<file path="src/rtl/riscv_pkg.sv">
// Shared RV32I encodings used by the writeback stage and its load formatter.
package riscv_pkg;

  localparam int unsigned XLEN = 32;

  // Writeback result source select.
  typedef enum logic [1:0] {
    RES_ALU  = 2'b00,
    RES_LOAD = 2'b01,
    RES_PC4  = 2'b10,
    RES_RSVD = 2'b11
  } result_src_e;

  // Load width/sign encodings carried in funct3.
  localparam logic [2:0] F3_LB  = 3'b000;
  localparam logic [2:0] F3_LH  = 3'b001;
  localparam logic [2:0] F3_LW  = 3'b010;
  localparam logic [2:0] F3_LBU = 3'b100;
  localparam logic [2:0] F3_LHU = 3'b101;

endpackage

</file>
<file path="src/rtl/load_formatter.sv">
// Extracts and sign/zero-extends load data from an aligned memory word
// and flags misaligned half/word accesses. Purely combinational.
module load_formatter
  import riscv_pkg::*;
(
  input  logic [2:0]      i_funct3,
  input  logic [1:0]      i_addr,
  input  logic [XLEN-1:0] i_word,
  output logic [XLEN-1:0] o_data,
  output logic            o_misalign
);

  logic [7:0]  w_byte;
  logic [15:0] w_half;

  // Byte lane select by the low address bits.
  always_comb begin
    w_byte = i_word[7:0];
    case (i_addr)
      2'd0:    w_byte = i_word[7:0];
      2'd1:    w_byte = i_word[15:8];
      2'd2:    w_byte = i_word[23:16];
      default: w_byte = i_word[31:24];
    endcase
  end

  assign w_half = i_addr[1] ? i_word[31:16] : i_word[15:0];

  // Width/sign formatting; undefined funct3 yields zero and no misalign.
  always_comb begin
    o_data     = '0;
    o_misalign = 1'b0;
    case (i_funct3)
      F3_LB:  o_data = {{(XLEN-8){w_byte[7]}}, w_byte};
      F3_LBU: o_data = {{(XLEN-8){1'b0}}, w_byte};
      F3_LH: begin
        o_data     = {{(XLEN-16){w_half[15]}}, w_half};
        o_misalign = i_addr[0];
      end
      F3_LHU: begin
        o_data     = {{(XLEN-16){1'b0}}, w_half};
        o_misalign = i_addr[0];
      end
      F3_LW: begin
        o_data     = i_word;
        o_misalign = (i_addr != 2'b00);
      end
      default: begin
        o_data     = '0;
        o_misalign = 1'b0;
      end
    endcase
  end

endmodule

</file>
<file path="src/rtl/wb_stage.sv">
// MEM/WB pipeline register and writeback stage. Drives the register file
// write port and a forwarding tap; a done bit suppresses repeat writes
// while the stage is held by STALL.
// Optional: define WB_INSTRET_EN to add a 64-bit retired-instruction counter.
module wb_stage #(
  parameter int unsigned      XLEN      = 32,
  parameter logic [XLEN-1:0]  RESET_PC4 = 32'h0000_0004
) (
  input  logic            CLK,
  input  logic            RESET,
  input  logic            STALL,
  input  logic            FLUSH,
  input  logic            MEM_Valid,
  input  logic            MEM_RegWrite,
  input  logic [4:0]      MEM_Rd,
  input  logic [1:0]      MEM_ResultSrc,
  input  logic [2:0]      MEM_Funct3,
  input  logic [XLEN-1:0] MEM_ALUResult,
  input  logic [XLEN-1:0] MEM_ReadData,
  input  logic [XLEN-1:0] MEM_PCPlus4,
  output logic            WE3,
  output logic [4:0]      A3,
  output logic [XLEN-1:0] WD3,
  output logic            WB_Valid,
  output logic            WB_FwdEn,
  output logic            MisalignErr
`ifdef WB_INSTRET_EN
  ,
  output logic [63:0]     Instret
`endif
);

  import riscv_pkg::*;

  logic            r_valid;
  logic            r_regwrite;
  logic [4:0]      r_rd;
  logic [1:0]      r_resultsrc;
  logic [2:0]      r_funct3;
  logic [XLEN-1:0] r_aluresult;
  logic [XLEN-1:0] r_readdata;
  logic [XLEN-1:0] r_pcplus4;
  logic            r_done;

  logic [XLEN-1:0] w_load_data;
  logic            w_load_misalign;
  logic            w_misalign;
  logic            w_fwd_en;
  logic            w_we3;
  logic [XLEN-1:0] w_result;

  load_formatter u_load_formatter (
    .i_funct3   (r_funct3),
    .i_addr     (r_aluresult[1:0]),
    .i_word     (r_readdata),
    .o_data     (w_load_data),
    .o_misalign (w_load_misalign)
  );

  // Pipeline register: FLUSH bubbles, STALL holds (marking the write done), else capture.
  always_ff @(posedge CLK or posedge RESET) begin
    if (RESET) begin
      r_valid     <= 1'b0;
      r_regwrite  <= 1'b0;
      r_rd        <= 5'd0;
      r_resultsrc <= 2'b00;
      r_funct3    <= 3'b000;
      r_aluresult <= '0;
      r_readdata  <= '0;
      r_pcplus4   <= RESET_PC4;
      r_done      <= 1'b0;
    end else if (FLUSH) begin
      r_valid <= 1'b0;
      r_done  <= 1'b0;
    end else if (STALL) begin
      r_done <= r_done | w_we3;
    end else begin
      r_valid     <= MEM_Valid;
      r_regwrite  <= MEM_RegWrite;
      r_rd        <= MEM_Rd;
      r_resultsrc <= MEM_ResultSrc;
      r_funct3    <= MEM_Funct3;
      r_aluresult <= MEM_ALUResult;
      r_readdata  <= MEM_ReadData;
      r_pcplus4   <= MEM_PCPlus4;
      r_done      <= 1'b0;
    end
  end

  // Writeback value select.
  always_comb begin
    w_result = '0;
    case (r_resultsrc)
      RES_ALU:  w_result = r_aluresult;
      RES_LOAD: w_result = w_load_data;
      RES_PC4:  w_result = r_pcplus4;
      default:  w_result = '0;
    endcase
  end

  assign w_misalign = r_valid & (r_resultsrc == RES_LOAD) & w_load_misalign;
  assign w_fwd_en   = r_valid & r_regwrite & (r_rd != 5'd0) & ~w_misalign;
  assign w_we3      = w_fwd_en & ~r_done;

  assign WE3         = w_we3;
  assign A3          = r_rd;
  assign WD3         = w_result;
  assign WB_Valid    = r_valid;
  assign WB_FwdEn    = w_fwd_en;
  assign MisalignErr = w_misalign;

`ifdef WB_INSTRET_EN
  logic [63:0] r_instret;
  logic        r_retire_done;
  logic        w_retire;

  assign w_retire = r_valid & ~r_retire_done & ~FLUSH & ~w_misalign;

  // Count each instruction once on retirement, independent of whether it writes rd.
  always_ff @(posedge CLK or posedge RESET) begin
    if (RESET) begin
      r_instret     <= 64'd0;
      r_retire_done <= 1'b0;
    end else begin
      if (w_retire) r_instret <= r_instret + 64'd1;
      if (FLUSH)      r_retire_done <= 1'b0;
      else if (STALL) r_retire_done <= r_retire_done | w_retire;
      else            r_retire_done <= 1'b0;
    end
  end

  assign Instret = r_instret;
`endif

endmodule

</file>
<file path="config.mk">
export PLATFORM = sky130hd
export DESIGN_NAME = wb_stage
export DESIGN_NICKNAME = d
export VERILOG_FILES = /design/src/rtl/riscv_pkg.sv /design/src/rtl/load_formatter.sv /design/src/rtl/wb_stage.sv
export SDC_FILE = /design/constraint.sdc
export NUM_CORES = 1
export LEC_CHECK = 0
export ABC_AREA = 1
export BUFFER_PORTS_ARGS = -buffer_cell sky130_fd_sc_hd__buf_2
export CORE_ASPECT_RATIO = 1.75
export CORE_MARGIN = 2
export CORE_UTILIZATION = 40
export CTS_BUF_LIST = sky130_fd_sc_hd__clkbuf_4
export DETAILED_ROUTE_END_ITERATION = 10
export HOLD_SLACK_MARGIN = 0.12
export PLACE_DENSITY = 0.63
export SLEW_MARGIN = 40
export SYNTH_ARGS = -nofsm -noshare
export SYNTH_HDL_FRONTEND = slang
export SYNTH_SLANG_ARGS = --single-unit
</file>
<file path="constraint.sdc">
create_clock -name CLK -period 3.8 [get_ports CLK]
set_input_delay 0.19 -clock CLK [delete_from_list [all_inputs] [get_ports CLK]]
set_output_delay 0.19 -clock CLK [all_outputs]
set_load 0.01 [all_outputs]
</file>
After elaboration in Yosys (flattened, before gate mapping)
Index checks and enable logic that the tools add are counted. W data, S select, Z words.

Register bits: 109. Input port bits: 112. Output and inout bits: 41. Logic and storage cells: 45.

Equality and inequality tests: 9. Muxes and demuxes: 9. Bitwise gates (word level): 11. Reduce and logical (&&, ||, !) cells: 7.

Operators with widths (count): $pmux W32 S5 (1); $pmux W32 S3 (1); $pmux W8 S3 (1); $mux W16 (1); $and A1 B1 Y1 (6); $eq A3 B3 Y1 const B (2); $reduce_bool A5 Y1 (1); $eq A2 B1 Y1 const B (2); $eq A2 B2 Y1 const B (2); $logic_not A2 Y1 (2); $mux W1 (4); $not A1 Y1 (4); $eq A3 B1 Y1 const B (1); $eq A3 B2 Y1 const B (1); $logic_not A3 Y1 (1); $ne A2 B1 Y1 const B (1); $pmux W1 S2 (1); $reduce_and A2 Y1 (1); $reduce_bool A2 Y1 (1); $reduce_or A2 Y1 (1); $or A1 B1 Y1 (1).

Depth between registers and ports, before layout
Depth in word-level cells: 10. Mapped depth: 11. Depth with buffers taken out: 9.

By module
A second synthesis with hierarchy kept.

Cells, all modules: 817. Area, all modules: 5769.3 um2.

Modules (own cells, without submodules): wb_stage (instances 1, cells an instance 583, area an instance 4787.1 um2, sequential area each 2728.9 um2); load_formatter (instances 1, cells an instance 234, area an instance 982.2 um2, sequential area each 0.0 um2).

Worst setup path after synthesis
OpenSTA, ideal clock, no wires.

Kind: flip-flop to output port. From: register r_funct3[0]. To: output port WD3[16]. Arrival time: 1.275 ns. Data required time: 3.610 ns. Path slack: 2.335 ns. Stages on the path, launching flop included: 10. Buffers on the path: 2. Path through: dfrtp_1 inv_2 buf_2 nand3_2 buf_4 nor2_1 nor2_1 nand2_1 nand2_1 nand2_1.

Cells in the longest elaborated chain, start to end: 3. Elaborated cells between the ends (all ways): 7. Classes of those cells: 4 x eq/ne; 2 x mux; 1 x reduce/logical.

Ends and longest elaborated chain: start: declaration (RTL line wb_stage.sv:39) `logic [2:0] r_funct3;`; start signal: assignment (RTL line wb_stage.sv:82) `r_funct3 <= MEM_Funct3;`; $eq A3 B2 Y1, or another cell as far along (RTL line load_formatter.sv:33) `case (i_funct3)`; $pmux W32 S5 (*) (RTL line load_formatter.sv:33); $pmux W32 S3 (*) (RTL line wb_stage.sv:93) `case (r_resultsrc)`; end: declaration (RTL line wb_stage.sv:23) `output logic [XLEN-1:0] WD3,`.

Every way passes the cells marked *; elsewhere a longest branch is shown, timed or not.

Worst setup path after layout
From: register r_aluresult[1]. To: output port WD3[16].

Cells in the longest elaborated chain, start to end: 4. Elaborated cells between the ends (all ways): 7. Classes of those cells: 2 x eq/ne; 4 x mux; 1 x reduce/logical.

Ends and longest elaborated chain: start: declaration (RTL line wb_stage.sv:40) `logic [XLEN-1:0] r_aluresult;`; start signal: assignment (RTL line wb_stage.sv:83) `r_aluresult <= MEM_ALUResult;`; $eq A2 B2 Y1, or another cell as far along (RTL line load_formatter.sv:19) `case (i_addr)`; $pmux W8 S3 (RTL line load_formatter.sv:19); $pmux W32 S5 (*) (RTL line load_formatter.sv:33); $pmux W32 S3 (*) (RTL line wb_stage.sv:93).

Marked as above.

==> implementation parameters <==
Parameter                              Value

Run status
  Status ... finished, final reports clean

Die
  Placeable Area ... roughly 14000 um2
  Chip height ... ~160 um
  IO Count ... between 150 and 200
  Die area ... approximately 15000 um2
  Initial core utilization ... 40.9%
  Floorplan die width ... ~94 um
  Number of rows in the core area ... 57

Power and ir drop
  Switching part of the total ... about 37%
  Combinational cell fraction of total power ... 31.6%
  Net switching power ... about 0.0011 W
  Worst vdd rail ir drop ... roughly 220 uV
  Fraction of power consumed by the clock network ... about 20%
  Power density over cell area ... approximately 370 nW/um2
  Lkg Pwr ... 4.26 nW
  Sequential share of power ... about half
  Internal power ... 0.00182 W

Placed design
  Routability congestion estimate from global placement ... 0.996
  Post-place setup slack ... about 1.4 ns
  Input/output buffers ... 152
  Half-perimeter wire length after placement ... between 10 and 15 mm

Global route
  First-pass GRT wire length ... 28.8 mm
  Antenna violations before repair ... 1
  All-layer global routing usage ... approximately 25%
  Vias in the first global route ... around 5800
  Maximum number of pins on one net before global-route repair ... 195
  Remaining Overflow, GRT ... 0

Synthesis
  FF+latch count, synth ... 109
  Net count after synthesis ... between 900 and 1000
  Top cells by area in the synthesized netlist ... dfrtp_1 (47%), nand2_1 (22%), inv_1 (9.0%), o21ai_0 (8.3%), o22ai_1 (3.5%)
  Fraction of synthesis flops using an asynchronous set or reset pin ... between 90% and 100%
  Synthesized instance count ... 820
  Top FF cell, synth ... dfrtp_1
  Number of flops mapped to enable cells by yosys ... 0
  Post-synth top area share ... a little under half
  Post-synthesis instance area ... between 5000 and 6000 um2
  Largest area contributor in the synthesized netlist ... dfrtp_1
  Total of warnings raised by yosys ... 0
  Count of distinct cell types in the synthesized netlist ... 18
  Portion of the post-synthesis area used by sequential elements ... a little under half
  Synthesized area per cell ... between 6 and 7 um2

Clocking
  Post-CTS setup repair buffer count ... 0
  Root buffer selected by CTS ... clkbuf_4
  Number of CTS-inserted buffers ... 9
  CTS tree ... done
  Clock input transition at the sequential cells of the worst setup and hold paths ... 0.17 ns
  Clock latency of the later-clocked register in the worst-skew pair ... ~0.48 ns
  Resized Gates After CTS ... 0
  TritonCTS sink count ... between 100 and 150
  Deepest clock path buffer count ... 2
  Clock H-tree levels ... 3
  # hold bufs at CTS ... 112

STA
  Period Utilization, post-route ... between 70 and 80%
  Setup violations, final ... 0
  Peak Freq ... ~330 MHz
  Setup slack after layout ... 0.768 ns
  Max Clock Skew ... between 0.008 and 0.009 ns
  Aggregate negative setup slack ... 0 ns
  Worst slew margin relative to its limit ... a little under half
  Setup repair after global routing missed its margin ... false
  Shortest period the worst path allows ... between 3 and 4 ns
  Number of failing hold endpoints at the final stage ... 0
  Final count of pins violating max slew ... 0
  Transition time of the tightest slew-check pin ... 0.792 ns

Detailed routing
  DRC viols ... 0
  DRT Wirelength ... between 15 and 20 mm
  DR iter-0 viols ... 269
  Average vias per placed instance ... between 4 and 5
  Post-DR wirelength/cell ... 14.6 um
  Detailed-router iteration count before antenna repair ... 5
  Number of vias in the routed layout ... 5866
  Count of nets left with antenna violations after detail routing ... 0

Worst setup path
  Depth of the most critical reg-to-reg path ... 6
  End point of the critical path ... WD3[16]
  Crit path kind ... reg2out
  Ordered cell list for the critical path ... inv_1 > nand2_1 > nand2_1 > nand2_1 > nand2_1 > nand2_1 > buf_4 > nand2_1 > nand2_1 > nand2_1 > buf_2
  Reg-to-reg setup timing slack ... around 2.1 ns
  Required time at the worst-slack endpoint ... 3.61 ns
  CP dominant cell by count ... nand2_1
  Signal arrival time at the worst endpoint ... about 2.8 ns
  Critical path capture point type ... primary output
  Largest delay share family, worst path ... flip-flops
  Number of stages on the worst setup path ... 11
  Max Fanout on Critical Path ... 28
  Critical Path Start Type ... register
  Origin of the critical flop-to-flop path ... r_funct3[2]
  Count of buffering cells on the critical path with inverters included ... 3
  Worst Setup SP ... r_aluresult[1]
  Critical path's slowest cell ... dfrtp_1
  Crit Reg-Reg Endpoint ... r_done
  Crit-path max cell delay ... 0.86 ns

Cells and area
  Fraction of layout instances using a drive strength above 1 ... 17.3%
  Growth of design area from synthesis to finish ... 37.3%
  Top library cells by usage in the layout, fill and taps aside ... nand2_1 (328), buf_2 (152), inv_1 (135)
  Area taken by flip-flops and latches ... 2730 um2
  Fill cell count ... 1352
  Net count reported at finish ... approximately 1200
  Post-Route Utilization ... 56.2%
  Area of the multi-input gates ... ~2300 um2
  Most common library cell in the layout ignoring fill and taps ... nand2_1

Worst hold path
  Class of the most critical hold timing path ... in2reg
  Number of stages on the worst hold path ... 5

Flow run
  Max-cap viol count ... 0
[worst min-delay path by stage]
stage / startpoint / to / slack [ns]
2_1_floorplan: MEM_Valid / WB_Valid / 0.30
3_5_place_dp: MEM_Valid / WB_Valid / 0.40
3_3_place_gp: MEM_Valid / WB_Valid / 0.39
5_1_grt: RESET / A3[4] / 0.35
4_1_cts: FLUSH / r_readdata[14] / 0.36
6_report: FLUSH / A3[2] / 0.27
[area by class of cell]
type	instances	area share, %
clock buffers	10	0.961
clock inverters	6	0.704
multi-input cells	530	28.9
repair buffers	272	25.0
well taps	177	2.83
flip-flops and latches	109	34.9
inverters	137	6.64
diodes	1	0.0320
[state kept, by name, indices dropped and copies added (netlist names)]
name	count
r_regwrite	1
r_readdata	32
r_pcplus4	32
r_aluresult	32
WB_Valid	1
A3	5
r_resultsrc	2
r_done	1
r_funct3	3
[cell usage after synthesis, drive strengths merged, types with 8 or more instances]
cell type and instances:
nand2 328, inv 137, dfrtp 108, o21ai 94
nor2 43, o22ai 32, buf 24, nand3 23
clkbuf 20, nand4 8
[routing by layer]
layer,vias to the layer above,track usage (%),wire length [um]
met5,-,0,0
met4,0,12.5,817
met3,46,2.41,580
met2,170,43.3,9260
met1,2679,29.1,7440
li1,2971,-,-
[power groups by stage]
| stage | combinational [W] | clock, W | sequential, W |
|---|---|---|---|
| floorplan | 0.000535 | 0 | 0.00138 |
| global placement | 0.000816 | 0 | 0.00141 |
| detailed placement | 0.000817 | 0 | 0.00141 |
| CTS | 0.000911 | 0.000597 | 0.00139 |
| global route | 0.00103 | 0.000645 | 0.00141 |
| finish | 0.000911 | 0.000581 | 0.00139 |
[worst register-to-register path, cell delays in order, from the launching register on]
cell and delay, ns:
dfrtp_1 0.43, inv_1 0.31, nand3_2 0.41, nand2_1 0.17, nand2_1 0.08, nand2_1 0.11
a21oi_1 0.07
[per-stage QoR]
| step | instances | area, um2 | hold slack (ns) | power [W] |
|---|---|---|---|---|
| 2_1_floorplan | 820 | 5690 | 0.300 | 0.00191 |
| 3_3_place_gp | 1113 | 6560 | 0.395 | 0.00223 |
| 3_5_place_dp | 1113 | 6560 | 0.397 | 0.00223 |
| 4_1_cts | 1241 | 7810 | 0.363 | 0.00290 |
| 5_1_grt | 1242 | 7820 | 0.347 | 0.00308 |
| 6_report | 1242 | 7820 | 0.272 | 0.00288 |
[kinds of logic after synthesis]
logic type / count (synthesis) / synth area share, %
AND/OR/NAND/NOR: 403 / 27.6
AO/OA/AOI/OAI: 127 / 11.9
flip-flops: 109 / 47.9
buffers and inverters: 181 / 12.6
No activity file was read; power rests on OpenSTA's default activity.
